<file path="src/rtl/alu_result_stage.sv">
// Purpose: registered result stage behind ALU/shifter/multiplier. It keeps HI/LO for MULTU and buffers results in a 2-entry FIFO.
// Latency: an accepted non-MULTU op is at out_valid/dataOut the next cycle when the FIFO was empty; otherwise it follows older entries in order.
// Backpressure: in_ready drops when the FIFO is full or a multiply is pending; optional macro ALU_OVERLAP_EN lets ALU/SLL ops through during a multiply.
module alu_result_stage #(
    parameter int MUL_TIMEOUT = 40,
    parameter int CNT_W       = 6
) (
    input  logic        clk,
    input  logic        reset,
    input  logic        in_valid,
    output logic        in_ready,
    input  logic [5:0]  Signal,
    input  logic [31:0] alu_result,
    input  logic [31:0] shift_result,
    input  logic [63:0] mul_product,
    input  logic        mul_done,
    output logic        mul_start,
    output logic        out_valid,
    input  logic        out_ready,
    output logic [31:0] dataOut,
    output logic        err
);

    localparam logic [5:0] F_ADD   = 6'b100000;
    localparam logic [5:0] F_SUB   = 6'b100010;
    localparam logic [5:0] F_AND   = 6'b100100;
    localparam logic [5:0] F_OR    = 6'b100101;
    localparam logic [5:0] F_SLT   = 6'b101010;
    localparam logic [5:0] F_SLL   = 6'b000000;
    localparam logic [5:0] F_MULTU = 6'b011001;
    localparam logic [5:0] F_MFHI  = 6'b010000;
    localparam logic [5:0] F_MFLO  = 6'b010010;

    localparam logic [CNT_W-1:0] TO_LAST = CNT_W'(MUL_TIMEOUT - 1);

    typedef enum logic {IDLE, WAIT_MUL} state_t;

    state_t           state_q, state_d;
    logic             run_q;
    logic [CNT_W-1:0] cnt_q;
    logic [31:0]      hi_q, lo_q;
    logic [31:0]      mem_q [2];
    logic             rd_ptr_q, wr_ptr_q;
    logic [1:0]       fifo_count_q;
    logic [31:0]      last_q;
    logic             is_mul, is_hilo, xfer, push, pop, mul_issue, timeout;
    logic [31:0]      push_dat;

    assign is_mul  = (Signal == F_MULTU);
    assign is_hilo = (Signal == F_MFHI) || (Signal == F_MFLO);

    // Select the result that belongs to the presented function code
    always_comb begin
        push_dat = 32'b0;
        case (Signal)
            F_ADD, F_SUB, F_AND, F_OR, F_SLT: push_dat = alu_result;
            F_SLL:                            push_dat = shift_result;
            F_MFHI:                           push_dat = hi_q;
            F_MFLO:                           push_dat = lo_q;
            default:                          push_dat = 32'b0;
        endcase
    end

    // Acceptance: never during reset, FIFO space in IDLE, multiply gating in WAIT_MUL
    always_comb begin
        in_ready = 1'b0;
        if (run_q) begin
            case (state_q)
                IDLE:     in_ready = (fifo_count_q < 2'd2);
`ifdef ALU_OVERLAP_EN
                WAIT_MUL: in_ready = (fifo_count_q < 2'd2) && !is_mul && !is_hilo;
`else
                WAIT_MUL: in_ready = 1'b0;
`endif
                default:  in_ready = 1'b0;
            endcase
        end
    end

    assign xfer      = in_valid && in_ready;
    assign push      = xfer && !is_mul;
    assign mul_issue = xfer && is_mul;
    assign out_valid = (fifo_count_q != 2'd0);
    assign pop       = out_valid && out_ready;
    assign dataOut   = out_valid ? mem_q[rd_ptr_q] : last_q;
    assign timeout   = (state_q == WAIT_MUL) && !mul_done && (cnt_q == TO_LAST);

    // Next state: MULTU issue enters WAIT_MUL, completion or timeout leaves it
    always_comb begin
        state_d = state_q;
        case (state_q)
            IDLE:     if (mul_issue) state_d = WAIT_MUL;
            WAIT_MUL: if (mul_done || cnt_q == TO_LAST) state_d = IDLE;
            default:  state_d = IDLE;
        endcase
    end

    // State register; run_q holds in_ready low until reset is released
    always_ff @(posedge clk or negedge reset) begin
        if (!reset) begin
            state_q <= IDLE;
            run_q   <= 1'b0;
        end else begin
            state_q <= state_d;
            run_q   <= 1'b1;
        end
    end

    // Multiply control: start pulse, timeout counter, HI/LO capture, sticky error
    always_ff @(posedge clk or negedge reset) begin
        if (!reset) begin
            mul_start <= 1'b0;
            cnt_q     <= '0;
            hi_q      <= 32'b0;
            lo_q      <= 32'b0;
            err       <= 1'b0;
        end else begin
            mul_start <= mul_issue;
            if (mul_issue) begin
                cnt_q <= '0;
            end else if (state_q == WAIT_MUL) begin
                cnt_q <= cnt_q + 1'b1;
            end
            if (state_q == WAIT_MUL && mul_done) begin
                hi_q <= mul_product[63:32];
                lo_q <= mul_product[31:0];
            end
            if (timeout) begin
                err <= 1'b1;
            end
        end
    end

    // Two-entry FIFO; last_q keeps the most recently popped word for the empty case
    always_ff @(posedge clk or negedge reset) begin
        if (!reset) begin
            mem_q[0]     <= 32'b0;
            mem_q[1]     <= 32'b0;
            rd_ptr_q     <= 1'b0;
            wr_ptr_q     <= 1'b0;
            fifo_count_q <= 2'd0;
            last_q       <= 32'b0;
        end else begin
            if (push) begin
                mem_q[wr_ptr_q] <= push_dat;
                wr_ptr_q        <= ~wr_ptr_q;
            end
            if (pop) begin
                last_q   <= mem_q[rd_ptr_q];
                rd_ptr_q <= ~rd_ptr_q;
            end
            case ({push, pop})
                2'b10:   fifo_count_q <= fifo_count_q + 2'd1;
                2'b01:   fifo_count_q <= fifo_count_q - 2'd1;
                default: fifo_count_q <= fifo_count_q;
            endcase
        end
    end

endmodule
</file>
<file path="config.mk">
export PLATFORM = sky130hd
export DESIGN_NAME = alu_result_stage
export DESIGN_NICKNAME = d
export VERILOG_FILES = /design/src/rtl/alu_result_stage.sv
export SDC_FILE = /design/constraint.sdc
export NUM_CORES = 1
export LEC_CHECK = 0
export BUFFER_PORTS_ARGS = -buffer_cell sky130_fd_sc_hd__buf_2
export CORE_MARGIN = 3
export CORE_UTILIZATION = 51
export CTS_BUF_LIST = sky130_fd_sc_hd__clkbuf_8
export CTS_CLUSTER_DIAMETER = 40
export DETAILED_ROUTE_END_ITERATION = 10
export PLACE_DENSITY_LB_ADDON = 0.3
export SLEW_MARGIN = 30
export SYNTH_ARGS = -nofsm -noshare
export SYNTH_HDL_FRONTEND = slang
export SYNTH_SLANG_ARGS = --single-unit
</file>
<file path="constraint.sdc">
create_clock -name clk -period 2.23 [get_ports clk]
set_clock_uncertainty 0.1 [all_clocks]
set_input_delay 0.1115 -clock clk [delete_from_list [all_inputs] [get_ports clk]]
set_output_delay 0.1115 -clock clk [all_outputs]
set_load 0.005 [all_outputs]
</file>
## Word-level counts from Yosys, hierarchy flattened

Index checks and enable logic that the tools add are counted.

| word-level totals | value |
|---|---|
| bits in writable memories | 0 |
| memory bits (read-only) | 0 |
| register bits after elaboration | 174 |
| latch bits | 0 |
| memories | 0 |
| logic and storage cells | 68 |

| cells by class | value |
|---|---|
| $add $sub $neg | 3 |
| $mul | 0 |
| div/mod/pow operators | 0 |
| reduce and logical (&&, ||, !) cells | 16 |
| $lt $le $gt $ge | 4 |
| shifts and indexed selects | 0 |
| bitwise operators | 5 |
| equal/unequal tests | 11 |
| mux-type cells | 16 |

Operators with widths:

| kind | number |
|---|---|
| $mux 32 | 5 |
| $pmux 32 s4 | 1 |
| $bwmux 64 | 1 |
| $eq 6x6->1 const B | 6 |
| $demux 32 s1 | 1 |
| $eq 6x5->1 const B | 3 |
| $mux 6 | 2 |
| $logic_and 1x1->1 | 8 |
| $add 6x1->6 const B | 1 |
| $logic_not 6->1 | 1 |
| $reduce_bool 2->1 | 3 |
| $reduce_or 5->1 | 1 |
| $ge 2x2->1 const B | 2 |
| $not 1->2 | 2 |
| $pmux 1 s2 | 2 |
| $pmux 2 s2 | 1 |
| $mux 1 | 3 |
| $not 1->1 | 3 |
| $add 2x1->2 const B | 1 |
| $eq 2x1->1 const B | 1 |
| $eq 2x2->1 const B | 1 |
| $logic_not 1->1 | 2 |
| $lt 2x1->1 const B | 1 |
| $lt 2x2->1 const B | 1 |
| 2 further kinds | 2 |

## Longest topological paths before layout

| depth | value |
|---|---|
| depth after elaboration | 7 |
| mapped depth | 9 |
| gate-level depth less buffers | 7 |

## Least setup slack after synthesis

Ideal clock, no wire load.

| timing | value |
|---|---|
| path type | register to register |
| start | register fifo_count_q[0] |
| end | register fifo_count_q[1] |
| stages on the path, launching flop included | 9 |
| path slack | 0.097 ns |
| data required time | 2.051 ns |
| arrival time | 1.954 ns |
| path through | dfrtp_1 -> or2_2 -> nand2_1 -> clkbuf_1 -> clkbuf_1 -> inv_1 -> ha_1 -> nor2_1 -> xor2_1 |

| on the way | value |
|---|---|
| elaborated cells between the ends (all ways) | 13 |
| classes of those cells | add/sub: 2; order compare: 1; eq/ne: 2; mux: 3; reduce/logical: 5 |

RTL lines:

| what | line | source |
|---|---|---|
| from (decl) | 44 | `logic [1:0] fifo_count_q;` |
| from (signal assigned) | 153 | `2'b10: fifo_count_q <= fifo_count_q + 2'd1;` |
| from (signal assigned) | 154 | `2'b01: fifo_count_q <= fifo_count_q - 2'd1;` |
| from (signal assigned) | 155 | `default: fifo_count_q <= fifo_count_q;` |
| $reduce_bool 2->1 * | 83 | `assign out_valid = (fifo_count_q != 2'd0);` |
| $logic_and 1x1->1 * | 84 | `assign pop = out_valid && out_ready;` |
| net pop | 46 | `logic is_mul, is_hilo, xfer, push, pop, mul_issue, timeout;` |
| $eq 2x1->1 / $eq 2x2->1 (equally long branches) | 152 | `case ({push, pop})` |
| $pmux 2 s2 / $reduce_bool 2->1 (equally long branches) | -- |  |

The timed path passes the listed nets; every way through them passes the cells marked *.
A chain may end at the register's enable or synchronous reset.

## Worst setup path in the final report

| timing | value |
|---|---|
| start | register fifo_count_q[0] |
| end | output dataOut[21] |

| on the way | value |
|---|---|
| word-level cells in the longest chain between the ends | 2 |

RTL lines:

| what | line | source |
|---|---|---|
| $reduce_bool 2->1 | 83 |  |
| $mux 32 | 85 | `assign dataOut = out_valid ? mem_q[rd_ptr_q] : last_q;` |
| to (decl) | 20 | `output logic [31:0] dataOut,` |

Every way passes these cells.

==> metrics.md <==
| Metric | Value |
|---|---|
| Die width | `131.2 um` |
| Status | `completed` |
| Post-layout util | `70.03%` |
| Final ANT Viol Nets | `0` |
| P_sw | `0.004058 W` |
| Layout cells sized above 1 | `32.88%` |
| Syn_area_per_cell | `11.02 um^2` |
| Largest cells by area after synthesis | `dfrtp_1 54%, mux2_2 14%, nor2_1 5.0%, a31oi_1 4.7%, mux2i_1 4.1%` |
| Sw Share | `35.71%` |
| Slew Viols, Final | `0` |
| First-pass GRT wire length | `35,280 um` |
| Vias in the first global route | `7,003` |
| Gate Count Post-Synth | `726` |
| R2R setup slack | `340 ps` |
| P_leak | `4.926 nW` |
| Area Overhead vs Synth | `33.56%` |
| CTS tree | `done` |
| Wirelength per Cell | `17.60 um` |
| Initial core utilization | `52.43%` |
| Pwr Density | `1063 nW/um^2` |
| Worst EP required | `2020 ps` |
| GP Congestion | `0.7430` |
| # IOs | `175` |
| Worst Hold Path EP | `mem_q[0]` |
| Worst reg2reg path startpoint | `state_q` |
| Startpoint types | `flip-flop` |
| Kind of critical path | `reg2out` |
| Min-Delay Path Depth | `4` |
| RSZ-0062 raised after global routing | `no` |
| Max H-tree Level | `4` |
| PortBufs | `174` |
| Starting DRT DRC Count | `404` |
| Root buffer cell | `clkbuf_8` |
| Cell Area, Synth | `8000 um^2` |
| Placed cells | `1,082` |
| Mapped Nets | `867` |
| Clock sink count | `174` |
| Internal | `0.007304 W` |
| Async SR Flop Fraction | `100.0%` |
| HP Class | `in2reg` |
| Fin crit period | `2126 ps` |
| Post-synth top area share | `54.43%` |
| CP max stage delay | `420 ps` |
| Total track usage | `25.50%` |
| Clk slew on worst S/H paths | `90 ps` |
| Residual DRC | `0` |
| Maximum vdd ir drop | `0.6597 mV` |
| Final-report setup violation count | `0` |
| Synth warn | `0` |
| CP max FO | `12` |
| Antenna violations before repair | `3` |
| Min Hold Slack | `18.90 ps` |
| CP arrival | `1910 ps` |
| Final nets | `1,147` |
| Yosys cell types | `35` |
| Seq cells post-synth | `174` |
| Yosys top cell by area | `dfrtp_1` |
| Global route total overflow | `0` |
| Count leader, synth | `dfrtp_1` |
| CTS Buf Count | `17` |
| Vias/cell | `5.432` |
| Pin count of the biggest net entering global routing | `73` |
| Post-route setup TNS | `0 ps` |
| Synth cell count leaders | `174 x dfrtp_1, 106 x nor2_1, 96 x mux2_2` |
| Row cnt | `45` |
| Slowest-stage cell, CP | `dfrtp_1` |
| Worst reg-to-reg path cell count | `5` |
| Final hold violations | `0` |
| DP HPWL | `12,840 um` |
| Clk buf depth | `2` |
| First-pass iteration count of the detailed router | `6` |
| EDFF count, synth | `0` |
| Vias | `6,698` |
| Non-Filler Instances | `1,233` |
| Hold_sp | `shift_result[0]` |
| Most frequently used flop master after synthesis | `dfrtp_1` |
| Max Cap Viol | `0` |
| Final period util | `95.35%` |
| Worst-Skew Late Latency | `470 ps` |
| Crit path cell chain | `or2_2 -> buf_4 -> a21oi_1 -> buf_2` |
| Buffer count from post-CTS setup fixing | `0` |
| Critical Path End Type | `primary output` |
| Sequential area share after synthesis | `54.43%` |
| Worst reg2reg path endpoint | `mem_q[53]` |
| Die height | `131.2 um` |
| Seq pwr share | `43.9%` |
| Die footprint | `17,230 um^2` |
| Core Box Area | `15,260 um^2` |
| Max Clock Freq | `470.3 MHz` |
| Clock network power share | `18.5%` |
| WL final | `21,710 um` |
| Gate power share | `37.5%` |
==> power groups by stage <==
| stage | registers, W | clock network [W] | logic, W |
|---|---|---|---|
| final | 0.00499 | 0.00211 | 0.00426 |
| after global routing | 0.00514 | 0.00228 | 0.00480 |
| after CTS | 0.00498 | 0.00215 | 0.00423 |
| after detailed placement | 0.00504 | 0 | 0.00405 |
| after global placement | 0.00498 | 0 | 0.00396 |
| after floorplan | 0.00482 | 0 | 0.00271 |
==> worst max-delay path by stage <==
stage                                from  cells after the start  slack (ps)               to
after floorplan           fifo_count_q[0]                      8         100  fifo_count_q[1]
after global placement            state_q                      5         440        mem_q[26]
after detailed placement          state_q                      5         380        mem_q[53]
after CTS                 fifo_count_q[0]                      4           2       dataOut[2]
after global routing      fifo_count_q[1]                      4          20      dataOut[21]
final                     fifo_count_q[0]                      4         100      dataOut[21]
==> cell type report <==
cell class / count / area (um^2)
Timing Repair Buffer: 312 / 2282
Tap cell: 211 / 264.0
Inverter: 4 / 15.01
Clock inverter: 13 / 116.4
Clock buffer: 19 / 261.5
Multi-Input combinational cell: 497 / 3381
Fill cell: 1095 / 4573
Sequential cell: 174 / 4358
Antenna cell: 3 / 7.507
==> what timing repair did <==
action,CTS,global route
resized for setup,0,3
endpoints found under the setup margin,0,7
hold endpoints to repair,306,0
hold buffers,116,0
==> critical path, delay by kind of cell, from the launching register on <==
family,cells,cell delay (ps)
compound gates,1,280
simple gates,1,370
flops,1,420
buf+inv,2,380
==> metal layers <==
layer | up-vias | share of wire (%) | global-route usage [%]
li1 | 3140 | - | -
met1 | 3296 | 40 | 30.37
met2 | 207 | 51 | 44.30
met3 | 55 | 5.6 | 6.776
met4 | 0 | 3.1 | 9.860
met5 | - | 0 | 0
==> cell usage in the layout, fill, tap and decap left out, drive strengths merged, types with 2 or more instances in the layout <==
cell / Yosys / layout
dfrtp: 174 / 174
clkinv: 0 / 4
nand4: 2 / 2
nor4b: 2 / 2
inv: 4 / 7
mux2: 96 / 96
nor2b: 3 / 3
buf: 29 / 196
a31oi: 60 / 60
xnor2: 6 / 6
nor2: 106 / 106
dlygate4sd3: 0 / 116
a21oi: 36 / 36
xor2: 4 / 4
clkbuf: 22 / 19
ha: 2 / 2
clkinvlp: 0 / 5
nand2: 69 / 69
mux2i: 33 / 33
diode: 0 / 3
o21ai: 32 / 32
a211oi: 2 / 2
a22oi: 30 / 30
==> registers in the layout, indices dropped and copies added (netlist names) <==
register / flops
mul_start: 1
hi_q: 32
state_q: 1
cnt_q: 6
rd_ptr_q: 1
last_q: 32
run_q: 1
err: 1
fifo_count_q: 2
lo_q: 32
wr_ptr_q: 1
mem_q: 64
==> kinds of logic after synthesis <==
family	synth area share (%)
multiplexers	17.64
other	0.04687
buffers and inverters	3.456
adder cells (fa/ha/maj)	0.3127
AND/OR/NAND/NOR	10.20
flip-flops	54.43
AO/OA/AOI/OAI	12.82
XOR/XNOR	1.095
==> through the flow <==
step,instance area (um^2),setup slack [ps],power [W]
after floorplan,8000,97.20,0.007529
after global placement,9129,438.0,0.008944
after detailed placement,9129,376.6,0.009096
after CTS,10670,2.205,0.01136
after global routing,10690,21.03,0.01222
final,10690,103.7,0.01136
No activity file was read; power rests on OpenSTA's default activity.
